**src/rtl/multicycle_ctrl_if.sv**
```systemverilog
// Control bundle between the multicycle datapath and its controller.
// master = datapath side (supplies instruction fields and ALU flag), slave = controller.
interface multicycle_ctrl_if;
  logic [6:0] op;
  logic [2:0] funct3;
  logic       funct7b5;
  logic       zero;
  logic       PCWrite;
  logic       AdrSrc;
  logic       MemWrite;
  logic       IRWrite;
  logic [1:0] ResultSrc;
  logic [1:0] ALUSrcA;
  logic [1:0] ALUSrcB;
  logic [2:0] ALUControl;
  logic [1:0] ImmSrc;
  logic       RegWrite;
  logic       instr_done;
  logic       illegal;
  logic [3:0] state;

  modport master (
    output op, funct3, funct7b5, zero,
    input  PCWrite, AdrSrc, MemWrite, IRWrite, ResultSrc, ALUSrcA, ALUSrcB,
           ALUControl, ImmSrc, RegWrite, instr_done, illegal, state
  );

  modport slave (
    input  op, funct3, funct7b5, zero,
    output PCWrite, AdrSrc, MemWrite, IRWrite, ResultSrc, ALUSrcA, ALUSrcB,
           ALUControl, ImmSrc, RegWrite, instr_done, illegal, state
  );
endinterface

```
**src/rtl/multicycle_ctrl.sv**
```systemverilog
// Moore control FSM for the multicycle RISC-V datapath: sequences fetch,
// decode, execute, memory and writeback, driving every select and write enable.
module multicycle_ctrl #(
  parameter bit SUPPORT_BNE = 1'b1
) (
  input  logic             clk,
  input  logic             rst,
  multicycle_ctrl_if.slave bus
);

  typedef enum logic [3:0] {
    FETCH    = 4'd0,
    DECODE   = 4'd1,
    MEMADR   = 4'd2,
    MEMREAD  = 4'd3,
    MEMWB    = 4'd4,
    MEMWRITE = 4'd5,
    EXECR    = 4'd6,
    EXECI    = 4'd7,
    ALUWB    = 4'd8,
    BRANCH   = 4'd9,
    JAL      = 4'd10
  } state_t;

  localparam logic [6:0] OP_LW   = 7'b0000011;
  localparam logic [6:0] OP_SW   = 7'b0100011;
  localparam logic [6:0] OP_R    = 7'b0110011;
  localparam logic [6:0] OP_I    = 7'b0010011;
  localparam logic [6:0] OP_BR   = 7'b1100011;
  localparam logic [6:0] OP_JAL  = 7'b1101111;

  state_t     state_q, state_d;
  logic [2:0] fn_ctl;
  logic       fn_bad;
  logic       branch_ok;

  logic       pc_write, adr_src, mem_write, ir_write, reg_write, done, ill;
  logic [1:0] result_src, src_a, src_b, imm_src;
  logic [2:0] alu_ctl;

  always_ff @(posedge clk or posedge rst) begin
    if (rst) state_q <= FETCH;
    else     state_q <= state_d;
  end

  // ALU function from funct3; sub only for R-type (op[5]=1) with funct7b5 set
  always_comb begin
    fn_ctl = 3'b000;
    fn_bad = 1'b0;
    case (bus.funct3)
      3'b000:  fn_ctl = (bus.op[5] && bus.funct7b5) ? 3'b001 : 3'b000;
      3'b010:  fn_ctl = 3'b101;
      3'b110:  fn_ctl = 3'b011;
      3'b111:  fn_ctl = 3'b010;
      default: fn_bad = 1'b1;
    endcase
  end

  assign branch_ok = (bus.funct3 == 3'b000) || (SUPPORT_BNE && (bus.funct3 == 3'b001));

  always_comb begin
    case (bus.op)
      OP_SW:   imm_src = 2'b01;
      OP_BR:   imm_src = 2'b10;
      OP_JAL:  imm_src = 2'b11;
      default: imm_src = 2'b00;
    endcase
  end

  always_comb begin
    state_d    = FETCH;
    pc_write   = 1'b0;
    adr_src    = 1'b0;
    mem_write  = 1'b0;
    ir_write   = 1'b0;
    reg_write  = 1'b0;
    done       = 1'b0;
    ill        = 1'b0;
    result_src = 2'b00;
    src_a      = 2'b00;
    src_b      = 2'b00;
    alu_ctl    = 3'b000;
    case (state_q)
      FETCH: begin
        ir_write   = 1'b1;
        pc_write   = 1'b1;
        src_b      = 2'b10;
        result_src = 2'b10;
        state_d    = DECODE;
      end
      DECODE: begin
        src_a = 2'b01;
        src_b = 2'b01;
        case (bus.op)
          OP_LW, OP_SW: state_d = MEMADR;
          OP_R:         state_d = EXECR;
          OP_I:         state_d = EXECI;
          OP_JAL:       state_d = JAL;
          OP_BR: begin
            if (branch_ok) state_d = BRANCH;
            else           ill     = 1'b1;
          end
          default:      ill = 1'b1;
        endcase
      end
      MEMADR: begin
        src_a   = 2'b10;
        src_b   = 2'b01;
        state_d = bus.op[5] ? MEMWRITE : MEMREAD;
      end
      MEMREAD: begin
        adr_src = 1'b1;
        state_d = MEMWB;
      end
      MEMWB: begin
        result_src = 2'b01;
        reg_write  = 1'b1;
        done       = 1'b1;
      end
      MEMWRITE: begin
        adr_src   = 1'b1;
        mem_write = 1'b1;
        done      = 1'b1;
      end
      EXECR: begin
        src_a   = 2'b10;
        alu_ctl = fn_ctl;
        ill     = fn_bad;
        state_d = ALUWB;
      end
      EXECI: begin
        src_a   = 2'b10;
        src_b   = 2'b01;
        alu_ctl = fn_ctl;
        ill     = fn_bad;
        state_d = ALUWB;
      end
      ALUWB: begin
        reg_write = 1'b1;
        done      = 1'b1;
      end
      BRANCH: begin
        src_a    = 2'b10;
        alu_ctl  = 3'b001;
        pc_write = (bus.funct3 == 3'b000) ? bus.zero : ~bus.zero;
        done     = 1'b1;
      end
      JAL: begin
        src_a    = 2'b01;
        src_b    = 2'b10;
        pc_write = 1'b1;
        state_d  = ALUWB;
      end
      default: state_d = FETCH;
    endcase
  end

  // Reset kills every enable at once, even mid-instruction; selects follow FETCH.
  assign bus.PCWrite    = pc_write  & ~rst;
  assign bus.IRWrite    = ir_write  & ~rst;
  assign bus.MemWrite   = mem_write & ~rst;
  assign bus.RegWrite   = reg_write & ~rst;
  assign bus.instr_done = done      & ~rst;
  assign bus.illegal    = ill       & ~rst;
  assign bus.AdrSrc     = adr_src;
  assign bus.ResultSrc  = result_src;
  assign bus.ALUSrcA    = src_a;
  assign bus.ALUSrcB    = src_b;
  assign bus.ALUControl = alu_ctl;
  assign bus.ImmSrc     = imm_src;
  assign bus.state      = state_q;

endmodule

```
**src/flat_wrapper.sv**
```systemverilog
// flat-port wrapper written by rule: the top's interface ports become plain ports
module multicycle_ctrl_flat 
#(
  parameter bit SUPPORT_BNE = 1'b1
)
  (clk, rst, bus_op, bus_funct3, bus_funct7b5, bus_zero, bus_PCWrite, bus_AdrSrc, bus_MemWrite, bus_IRWrite, bus_ResultSrc, bus_ALUSrcA, bus_ALUSrcB, bus_ALUControl, bus_ImmSrc, bus_RegWrite, bus_instr_done, bus_illegal, bus_state);
  multicycle_ctrl_if bus_i ();
  input  logic clk;
  input  logic rst;
  input wire logic [$bits(bus_i.op)-1:0] bus_op;
  input wire logic [$bits(bus_i.funct3)-1:0] bus_funct3;
  input wire logic [$bits(bus_i.funct7b5)-1:0] bus_funct7b5;
  input wire logic [$bits(bus_i.zero)-1:0] bus_zero;
  output wire logic [$bits(bus_i.PCWrite)-1:0] bus_PCWrite;
  output wire logic [$bits(bus_i.AdrSrc)-1:0] bus_AdrSrc;
  output wire logic [$bits(bus_i.MemWrite)-1:0] bus_MemWrite;
  output wire logic [$bits(bus_i.IRWrite)-1:0] bus_IRWrite;
  output wire logic [$bits(bus_i.ResultSrc)-1:0] bus_ResultSrc;
  output wire logic [$bits(bus_i.ALUSrcA)-1:0] bus_ALUSrcA;
  output wire logic [$bits(bus_i.ALUSrcB)-1:0] bus_ALUSrcB;
  output wire logic [$bits(bus_i.ALUControl)-1:0] bus_ALUControl;
  output wire logic [$bits(bus_i.ImmSrc)-1:0] bus_ImmSrc;
  output wire logic [$bits(bus_i.RegWrite)-1:0] bus_RegWrite;
  output wire logic [$bits(bus_i.instr_done)-1:0] bus_instr_done;
  output wire logic [$bits(bus_i.illegal)-1:0] bus_illegal;
  output wire logic [$bits(bus_i.state)-1:0] bus_state;
  assign bus_i.op = bus_op;
  assign bus_i.funct3 = bus_funct3;
  assign bus_i.funct7b5 = bus_funct7b5;
  assign bus_i.zero = bus_zero;
  assign bus_PCWrite = bus_i.PCWrite;
  assign bus_AdrSrc = bus_i.AdrSrc;
  assign bus_MemWrite = bus_i.MemWrite;
  assign bus_IRWrite = bus_i.IRWrite;
  assign bus_ResultSrc = bus_i.ResultSrc;
  assign bus_ALUSrcA = bus_i.ALUSrcA;
  assign bus_ALUSrcB = bus_i.ALUSrcB;
  assign bus_ALUControl = bus_i.ALUControl;
  assign bus_ImmSrc = bus_i.ImmSrc;
  assign bus_RegWrite = bus_i.RegWrite;
  assign bus_instr_done = bus_i.instr_done;
  assign bus_illegal = bus_i.illegal;
  assign bus_state = bus_i.state;
  multicycle_ctrl #(.SUPPORT_BNE(SUPPORT_BNE)) u_core (.clk(clk), .rst(rst), .bus(bus_i));
endmodule
```
**config.mk**
```make
export PLATFORM = sky130hd
export DESIGN_NAME = multicycle_ctrl_flat
export DESIGN_NICKNAME = d
export VERILOG_FILES = /design/src/rtl/multicycle_ctrl_if.sv /design/src/rtl/multicycle_ctrl.sv /design/src/flat_wrapper.sv
export SDC_FILE = /design/constraint.sdc
export NUM_CORES = 1
export LEC_CHECK = 0
export CAP_MARGIN = 20
export CELL_PAD_IN_SITES_DETAIL_PLACEMENT = 1
export CELL_PAD_IN_SITES_GLOBAL_PLACEMENT = 2
export CORE_MARGIN = 2
export CORE_UTILIZATION = 18
export DETAILED_ROUTE_END_ITERATION = 10
export PLACE_DENSITY = 0.94
export SLEW_MARGIN = 10
export SYNTH_ARGS = -nofsm -noshare
export SYNTH_HDL_FRONTEND = slang
export SYNTH_SLANG_ARGS = --single-unit
export TNS_END_PERCENT = 20
```
**constraint.sdc**
```tcl
create_clock -name clk -period 3.47 [get_ports clk]
set_clock_uncertainty 0.05 [all_clocks]
set_input_delay 0.694 -clock clk [delete_from_list [all_inputs] [get_ports clk]]
set_output_delay 0.694 -clock clk [all_outputs]
set_load 0.1 [all_outputs]
```
==> results.cfg, run 1 <==
[outcome]
outcome = finished clean

[cts]
cts_buffers = 3
cts_max_level = 1
clk_path_buf_depth = 2
ctsHoldBuffers = 0
clock_latency_ps = 240
cts_sinks = 4
cts_resized = 0
cts.clk_slew.worst_paths_ps = 40
post_cts_buffers = 0
clockRootBuffer = clkbuf_4
cts_tree = yes

[logic_synthesis]
synth_simple_gate_area_share_pct = 48.3
synth_nets = 96
syn-cell-area_um2 = 552
synth-xor-area-share_pct = 7.94
ys_types = 29
synthMuxAreaShare_pct = 0
synthCells = 82
synth_top_family_by_area = simple AND/OR/NAND/NOR gates
yosys_register_bits = 4
synth_fa_ha_area_share_pct = 0
avgSynthCellArea_um2 = 6.73
yosysWarnings = 0
yosysSeqAreaShare_pct = 18.1
synth-compound-area-share_pct = 17.7

[sta]
worst_pin_slew_ps = 435
period_minus_slack_ps = 3180
drv_slew = 0
setup_viol = 0
period_share_pct = 91.7
whs_ps = 670
fin_ws_ps = 289
fmax_mhz = 314
rsz0062_at_grt = false
hold_viol = 0
slew_headroom_pct = 71.0

[setup_path]
r2r-end = u_core.bus.state[3]
r2r_setup_slack_ps = 1880
cp-start-kind = input pin
critPathCaptureType = output port
r2r_cells = 2
arrival_ps = 2440
crit_type = in2out
required_ps = 2730
crit_path_max_fanout = 5
timing.rr.start = u_core.bus.state[2]

[grt]
globalRouteMet1Util_pct = 17.3
grt_max_degree = 19
globalRouteOverflowTotal = 0
grt_usage_pct = 13.3
grt.met2_usage_pct = 22.4
grt_pass1_vias = 787
grt_pass1_wl_um = 3580
gr-max-usage-layer = met2
antenna_found_initial = 0
use_met3_pct = 2.18

[route]
drtIter0Drc = 18
wire_per_inst_um = 14.5
wirelength_um = 2130
vias = 741
drc = 0
ant_nets = 0
firstDrtPassIters = 4
via_per_inst = 5.04

[final_layout]
area_growth_pct = 82.3
num_antenna_cells = 0
final_nets = 130
finalInstanceArea_um2 = 1010
fillers = 365
fin_cells = 147
largest_register_ffs = 4
drive_gt1_share_pct = 28.1

[power_and_ir_drop]
power.leakage_uw = 0.000398
p_total_uw = 747
worst_ir_drop_vdd_uv = 358
p_per_area_nw_per_um2 = 743

[place]
dpl.hpwl_um = 1620
globalplace.congestion = 0.797
place_area_um2 = 983
place_inst = 144
io_buffers = 35
pre_cts_ws_ps = 302

[worst_hold_path]
hold_depth = 2
worst_hold_startpoint = u_core.bus.state[0]
min_to = u_core.bus.state[0]
min_path_type = reg2reg

[die]
initial_core_util_pct = 18.5
die_x_um = 59.4
coreArea_um2 = 2980
die_area_um2 = 3520
design.portCount = 36
die-height_um = 59.4
rows = 20

[flow_run]
maxCapViolCount = 0
## how the worst max path moves through the flow
stage / slack [ps] / start / end
2_1_floorplan: -780 / u_core.bus.state[0] / bus_PCWrite
3_3_place_gp: 340 / bus_op[2] / bus_illegal
3_5_place_dp: 300 / bus_op[2] / bus_illegal
4_1_cts: 300 / bus_op[2] / bus_illegal
5_1_grt: 170 / bus_op[2] / bus_illegal
6_report: 290 / bus_op[3] / bus_illegal
## cells by family (layout without fill, tap and decap cells)
group,after synthesis,in the layout
AO/OA/AOI/OAI,16,16
XOR/XNOR,5,5
buffers and inverters,10,42
flip-flops,4,4
AND/OR/NAND/NOR,47,47
## per-layer routing
metal,wire [um],vias up,part of all wire [%]
met3,120,0,5.6
met4,0,0,0
li1,-,360,-
met2,1120,27,53
met1,886,354,42
met5,0,-,0
## worst max-delay path, cell delays in order
cell and delay (ps):
clkdlybuf4s50_1 550, nand4bb_1 240, nor4_1 60, or4_1 400, o22ai_1 260, buf_12 220
## synth_stat cells
cell	n	share of area, %
a21oi_1	5	4.5
a31oi_1	2	2.3
and2_1	1	1.1
buf_4	1	1.4
clkbuf_1	5	3.4
clkbuf_2	2	1.8
dfrtp_1	4	18
inv_1	2	1.4
nand2_1	6	4.1
nand2b_1	3	3.4
nand3b_1	2	2.7
nand4_1	2	2.3
nand4bb_1	1	2.0
nor2_1	8	5.4
nor2b_1	3	3.4
nor3_1	9	8.2
nor3b_1	6	8.2
nor4_1	3	3.4
nor4b_1	1	1.6
o211ai_1	1	1.4
o21ai_0	3	2.7
o22a_1	1	1.6
o22ai_1	2	2.3
o31ai_1	1	1.4
o41ai_1	1	1.6
or2_0	1	1.1
or4_1	1	1.4
xnor2_1	3	4.8
xor2_1	2	3.2
## final cells by class
| type | count | area (um2) | share of cell area (%) |
|---|---|---|---|
| Multi-Input combinational cell | 68 | 437 | 43.4 |
| Timing Repair Buffer | 37 | 398 | 39.6 |
| Sequential cell | 4 | 100 | 9.95 |
| Tap cell | 33 | 41.3 | 4.10 |
| Clock buffer | 3 | 22.5 | 2.24 |
| Inverter | 2 | 7.51 | 0.746 |
## cell usage in the layout, fill, tap and decap left out, drive strengths merged, types with 2 or more instances in the layout
| cell type | instances |
|---|---|
| nor2 | 8 |
| nand3b | 2 |
| a31oi | 2 |
| nor4 | 3 |
| dfrtp | 4 |
| clkbuf | 3 |
| o21ai | 3 |
| nor3 | 9 |
| nand2b | 3 |
| nor2b | 3 |
| clkdlybuf4s50 | 13 |
| o22ai | 2 |
| inv | 2 |
| buf | 24 |
| nor3b | 6 |
| nand2 | 6 |
| nand4 | 2 |
| xor2 | 2 |
| a21oi | 5 |
| xnor2 | 3 |
## where the power goes
group	internal (uW)	switching (uW)
Sequential	54.4	7.88
Combinational	153	473
Clock	38.8	20.2
Total	246	501
## metrics by stage
step                setup TNS, ps  util, %
global placement                0     33.0
global route                    0     33.8
floorplan                   -6010        -
finish                          0     33.8
CTS                             0     33.8
detailed placement              0     33.0
(Power assumes the default switching activity.)
==> run 2, diff against run 1 <==
- MAX_ROUTING_LAYER: default -> met4
==> run 2 against run 1 <==
Net effect: first-iteration DRC count increased by 5.6%; combinational power barely moved; highest routed layer unchanged; non-clock buffer count stayed put; worst setup slack lost 3.7 ps; flip-flop and latch count unchanged; register-to-register slack hardly changed.
==> results.cfg, run 2 (synthesis results as in run 1) <==
[outcome]
outcome = finished clean

[setup_path]
r2r_cells = 2
critPathCaptureType = output port
timing.rr.start = u_core.bus.state[2]
cp-start-kind = input pin
required_ps = 2730
worstPathCellList = clkdlybuf4s50_1 > nand4bb_1 > nor4_1 > or4_1 > o22ai_1 > buf_12
path_delay_family = buffers and inverters
r2r-end = u_core.bus.state[3]
crit_buf_inv = 2
max_stage_delay_ps = 550
crit_type = in2out
crit_path_max_fanout = 5
r2r_setup_slack_ps = 1880
cp_slowest_cell = clkdlybuf4s50_1
arrival_ps = 2440

[sta]
drv_slew = 0
setup_tns_ps = 0
period_minus_slack_ps = 3180
setup_viol = 0
fin_ws_ps = 285
hold_viol = 0
slew_headroom_pct = 71.0
rsz0062_at_grt = false
period_share_pct = 91.8
worst_pin_slew_ps = 435
whs_ps = 670
fmax_mhz = 314

[cts]
post_cts_buffers = 0
clock_latency_ps = 240
cts_resized = 0
cts.clk_slew.worst_paths_ps = 40
cts_sinks = 4
cts_tree = yes
clk_path_buf_depth = 2
cts_max_level = 1
clockRootBuffer = clkbuf_4
cts_buffers = 3
ctsHoldBuffers = 0

[worst_hold_path]
hold_depth = 2
worst_hold_startpoint = u_core.bus.state[0]
min_to = u_core.bus.state[0]
min_path_type = reg2reg

[flow_run]
maxCapViolCount = 0

[route]
drc = 0
via_per_inst = 5.05
firstDrtPassIters = 4
wire_per_inst_um = 14.4
wirelength_um = 2120
vias = 743
ant_nets = 0
drtIter0Drc = 19

[final_layout]
final_nets = 130
drive_gt1_share_pct = 28.1
fin_cells = 147
largest_register_ffs = 4
num_antenna_cells = 0
final_common_cell = buf_4
area_growth_pct = 82.3
mostFrequentLayoutCells = 17 x buf_4, 13 x clkdlybuf4s50_1, 9 x nor3_1, 8 x nor2_1, 7 x buf_12

[die]
coreArea_um2 = 2980
die-height_um = 59.4
die_area_um2 = 3520
design.portCount = 36
rows = 20
die_x_um = 59.4
initial_core_util_pct = 18.5

[power_and_ir_drop]
p_per_area_nw_per_um2 = 743
power.leakage_uw = 0.000398
worst_ir_drop_vdd_uv = 358

[grt]
grt_pass1_vias = 788
antenna_found_initial = 0
globalRouteOverflowTotal = 0
grt_usage_pct = 13.6
grt_pass1_wl_um = 3580
grt_max_degree = 19

[place]
pre_cts_ws_ps = 302
globalplace.congestion = 0.808
io_buffers = 35
dpl.hpwl_um = 1620
place_inst = 144
-- run 2: cell counts in the layout (fill, tap and decap cells not counted) --
Identical to the previous run, type by type.
-- run 2: how the worst max path moves through the flow --
| stage | from | cells past startpoint | end | slack, ps |
|---|---|---|---|---|
| 2_1_floorplan | u_core.bus.state[0] | 4 | bus_PCWrite | -780 |
| 3_3_place_gp | bus_op[2] | 6 | bus_illegal | 340 |
| 3_5_place_dp | bus_op[2] | 6 | bus_illegal | 300 |
| 4_1_cts | bus_op[2] | 6 | bus_illegal | 300 |
| 5_1_grt | bus_op[2] | 6 | bus_illegal | 170 |
| 6_report | bus_op[3] | 6 | bus_illegal | 290 |
-- run 2: final cells by class --
class / instances / area, um2
clock buffers: 3 / 22.5
multi-input cells: 68 / 437
fillers: 365 / 1970
inverters: 2 / 7.51
flip-flops and latches: 4 / 100
repair buffers: 37 / 398
well taps: 33 / 41.3
-- run 2: per-stage QoR --
stage / total power, uW / area (um2) / utilization, %
global placement: 686 / 983 / 33.0
floorplan: 531 / 581 / -
detailed placement: 690 / 983 / 33.0
global route: 782 / 1010 / 33.8
CTS: 752 / 1010 / 33.8
finish: 747 / 1010 / 33.8
-- run 2: per-layer routing --
metal / track usage, % / vias to the layer above / routed length [um]
li1: - / 360 / -
met1: 17.2 / 354 / 877
met4: 3.90 / 0 / 0
met5: - / - / 0
met2: 22.6 / 29 / 1130
met3: 1.97 / 0 / 118
-- run 2: where the power goes --
group	switching, uW	leakage [uW]	internal (uW)
logic	473	0.000331	153
clock network	20.2	0.0000138	38.8
registers	7.88	0.0000535	54.4
total	501	0.000398	246
-- run 2: worst register-to-register path: stages (launching register included) --
cell and delay, ps:
dfrtp_1 520, or2_0 420, o41ai_1 460
==> run 3, diff against run 2 <==
- CORE_UTILIZATION: 18 -> 19
- CTS_BUF_LIST: default -> sky130_fd_sc_hd__clkbuf_4
- PLACE_DENSITY: 0.94 -> 0.95
==> run 3 against run 2 <==
Net effect: clock power down 3%; core utilization rose by 2.4 points; sequential share of layout area up 0.075 points; routed wire length fell by 2.1%; register-to-register slack hardly changed; flip-flop and latch count is the same; worst setup slack gained 5.6 ps; largest power group unchanged; highest routed layer unchanged.
==> results.cfg, run 3 (synthesis results as in run 1) <==
[setup_path]
critPathCaptureType = output port
crit_buf_inv = 2
required_ps = 2730
worstPathCellList = clkdlybuf4s50_1 > nand4bb_1 > nor4_1 > or4_1 > o22ai_1 > buf_12
cp_slowest_cell = clkdlybuf4s50_1
path_depth = 6
path_delay_family = buffers and inverters
r2r_cells = 2
r2r_setup_slack_ps = 1880
arrival_ps = 2440
crit_path_max_fanout = 5
cp-start-kind = input pin
max_stage_delay_ps = 520
crit_type = in2out

[route]
drc = 0
vias = 725
drtIter0Drc = 5
wire_per_inst_um = 14.2
wirelength_um = 2080
ant_nets = 0
via_per_inst = 4.97
firstDrtPassIters = 3

[grt]
grt_max_degree = 19
grt_pass1_wl_um = 3430
grt_usage_pct = 13.4
grt_pass1_vias = 719
antenna_found_initial = 0
globalRouteOverflowTotal = 0

[final_layout]
num_antenna_cells = 0
final_nets = 131
drive_gt1_share_pct = 28.7
largest_register_ffs = 4
mostFrequentLayoutCells = 19 x buf_4, 13 x clkdlybuf4s50_1, 9 x nor3_1, 8 x nor2_1
final_common_cell = buf_4
area_growth_pct = 81.0

[cts]
cts_max_level = 1
clk_path_buf_depth = 2
clockRootBuffer = clkbuf_4
ctsHoldBuffers = 0
post_cts_buffers = 0
cts_resized = 0
cts_sinks = 4
clock_latency_ps = 230
cts_buffers = 3
cts.clk_slew.worst_paths_ps = 40
cts_tree = yes

[sta]
period_share_pct = 91.6
drv_slew = 0
hold_viol = 0
whs_ps = 649
slew_headroom_pct = 69.8
rsz0062_at_grt = false
period_minus_slack_ps = 3180
fmax_mhz = 315
worst_pin_slew_ps = 453
setup_viol = 0

[power_and_ir_drop]
seqPwrFrac_pct = 8.4
p_total_uw = 731
switchingPower_uw = 493
power.leakage_uw = 0.000399
clockPowerShare_pct = 7.8
switching_share_pct = 67.4
p_int_uw = 238
p_per_area_nw_per_um2 = 732
combPwrFrac_pct = 83.8
worst_ir_drop_vdd_uv = 525

[die]
die_area_um2 = 3350
design.portCount = 36
rows = 19
die_x_um = 57.9
initial_core_util_pct = 20.0
coreArea_um2 = 2760
die-height_um = 57.9

[flow_run]
maxCapViolCount = 0

[place]
globalplace.congestion = 0.813
dpl.hpwl_um = 1620
io_buffers = 35

[worst_hold_path]
hold_depth = 2
min_path_type = reg2reg

[outcome]
outcome = finished clean
run 3: area by class of cell:
cell class / instances / area, um2
Inverter: 2 / 7.51
Tap cell: 31 / 38.8
Sequential cell: 4 / 100
Multi-Input combinational cell: 68 / 437
Fill cell: 354 / 1760
Clock buffer: 3 / 22.5
Timing Repair Buffer: 38 / 393
run 3: final timing paths:
path / from / to
max in group asynchronous: rst / u_core.bus.state[2]
worst max register to register: u_core.bus.state[3] / u_core.bus.state[3]
min in group asynchronous: rst / u_core.bus.state[1]
worst min register to register: u_core.bus.state[0] / u_core.bus.state[0]
worst min-delay path: u_core.bus.state[0] / u_core.bus.state[0]
worst max-delay path: bus_op[2] / bus_illegal
run 3: tightest hold or removal path: stages (launching register included):
cell,delay [ps]
dfrtp_1,330
buf_4,220
a21oi_1,90
run 3: routing by layer:
layer	wire length, um	GRT usage (%)	part of all wire (%)	vias to the layer above
li1	-	-	-	364
met1	896	16.9	43	336
met2	1040	21.6	50	25
met3	143	2.68	6.9	0
met4	0	3.99	0	0
met5	0	-	0	-
run 3: power by group through the flow:
stage	clock, uW	combinational [uW]	sequential (uW)
CTS	59.2	618	61.6
detailed placement	0	616	62.2
floorplan	0	417	114
global placement	0	613	61.5
finish	57.0	613	61.3
global route	64.2	638	62.2
run 3: stage by stage:
stage / instances / TNS [ps] / setup slack, ps / utilization (%) / area, um2
2_1_floorplan: 82 / -6010 / -781 / - / 581
3_3_place_gp: 143 / 0 / 347 / 35.4 / 976
3_5_place_dp: 143 / 0 / 292 / 35.4 / 976
4_1_cts: 146 / 0 / 276 / 36.2 / 998
5_1_grt: 146 / 0 / 170 / 36.2 / 998
6_report: 146 / 0 / 291 / 36.2 / 998
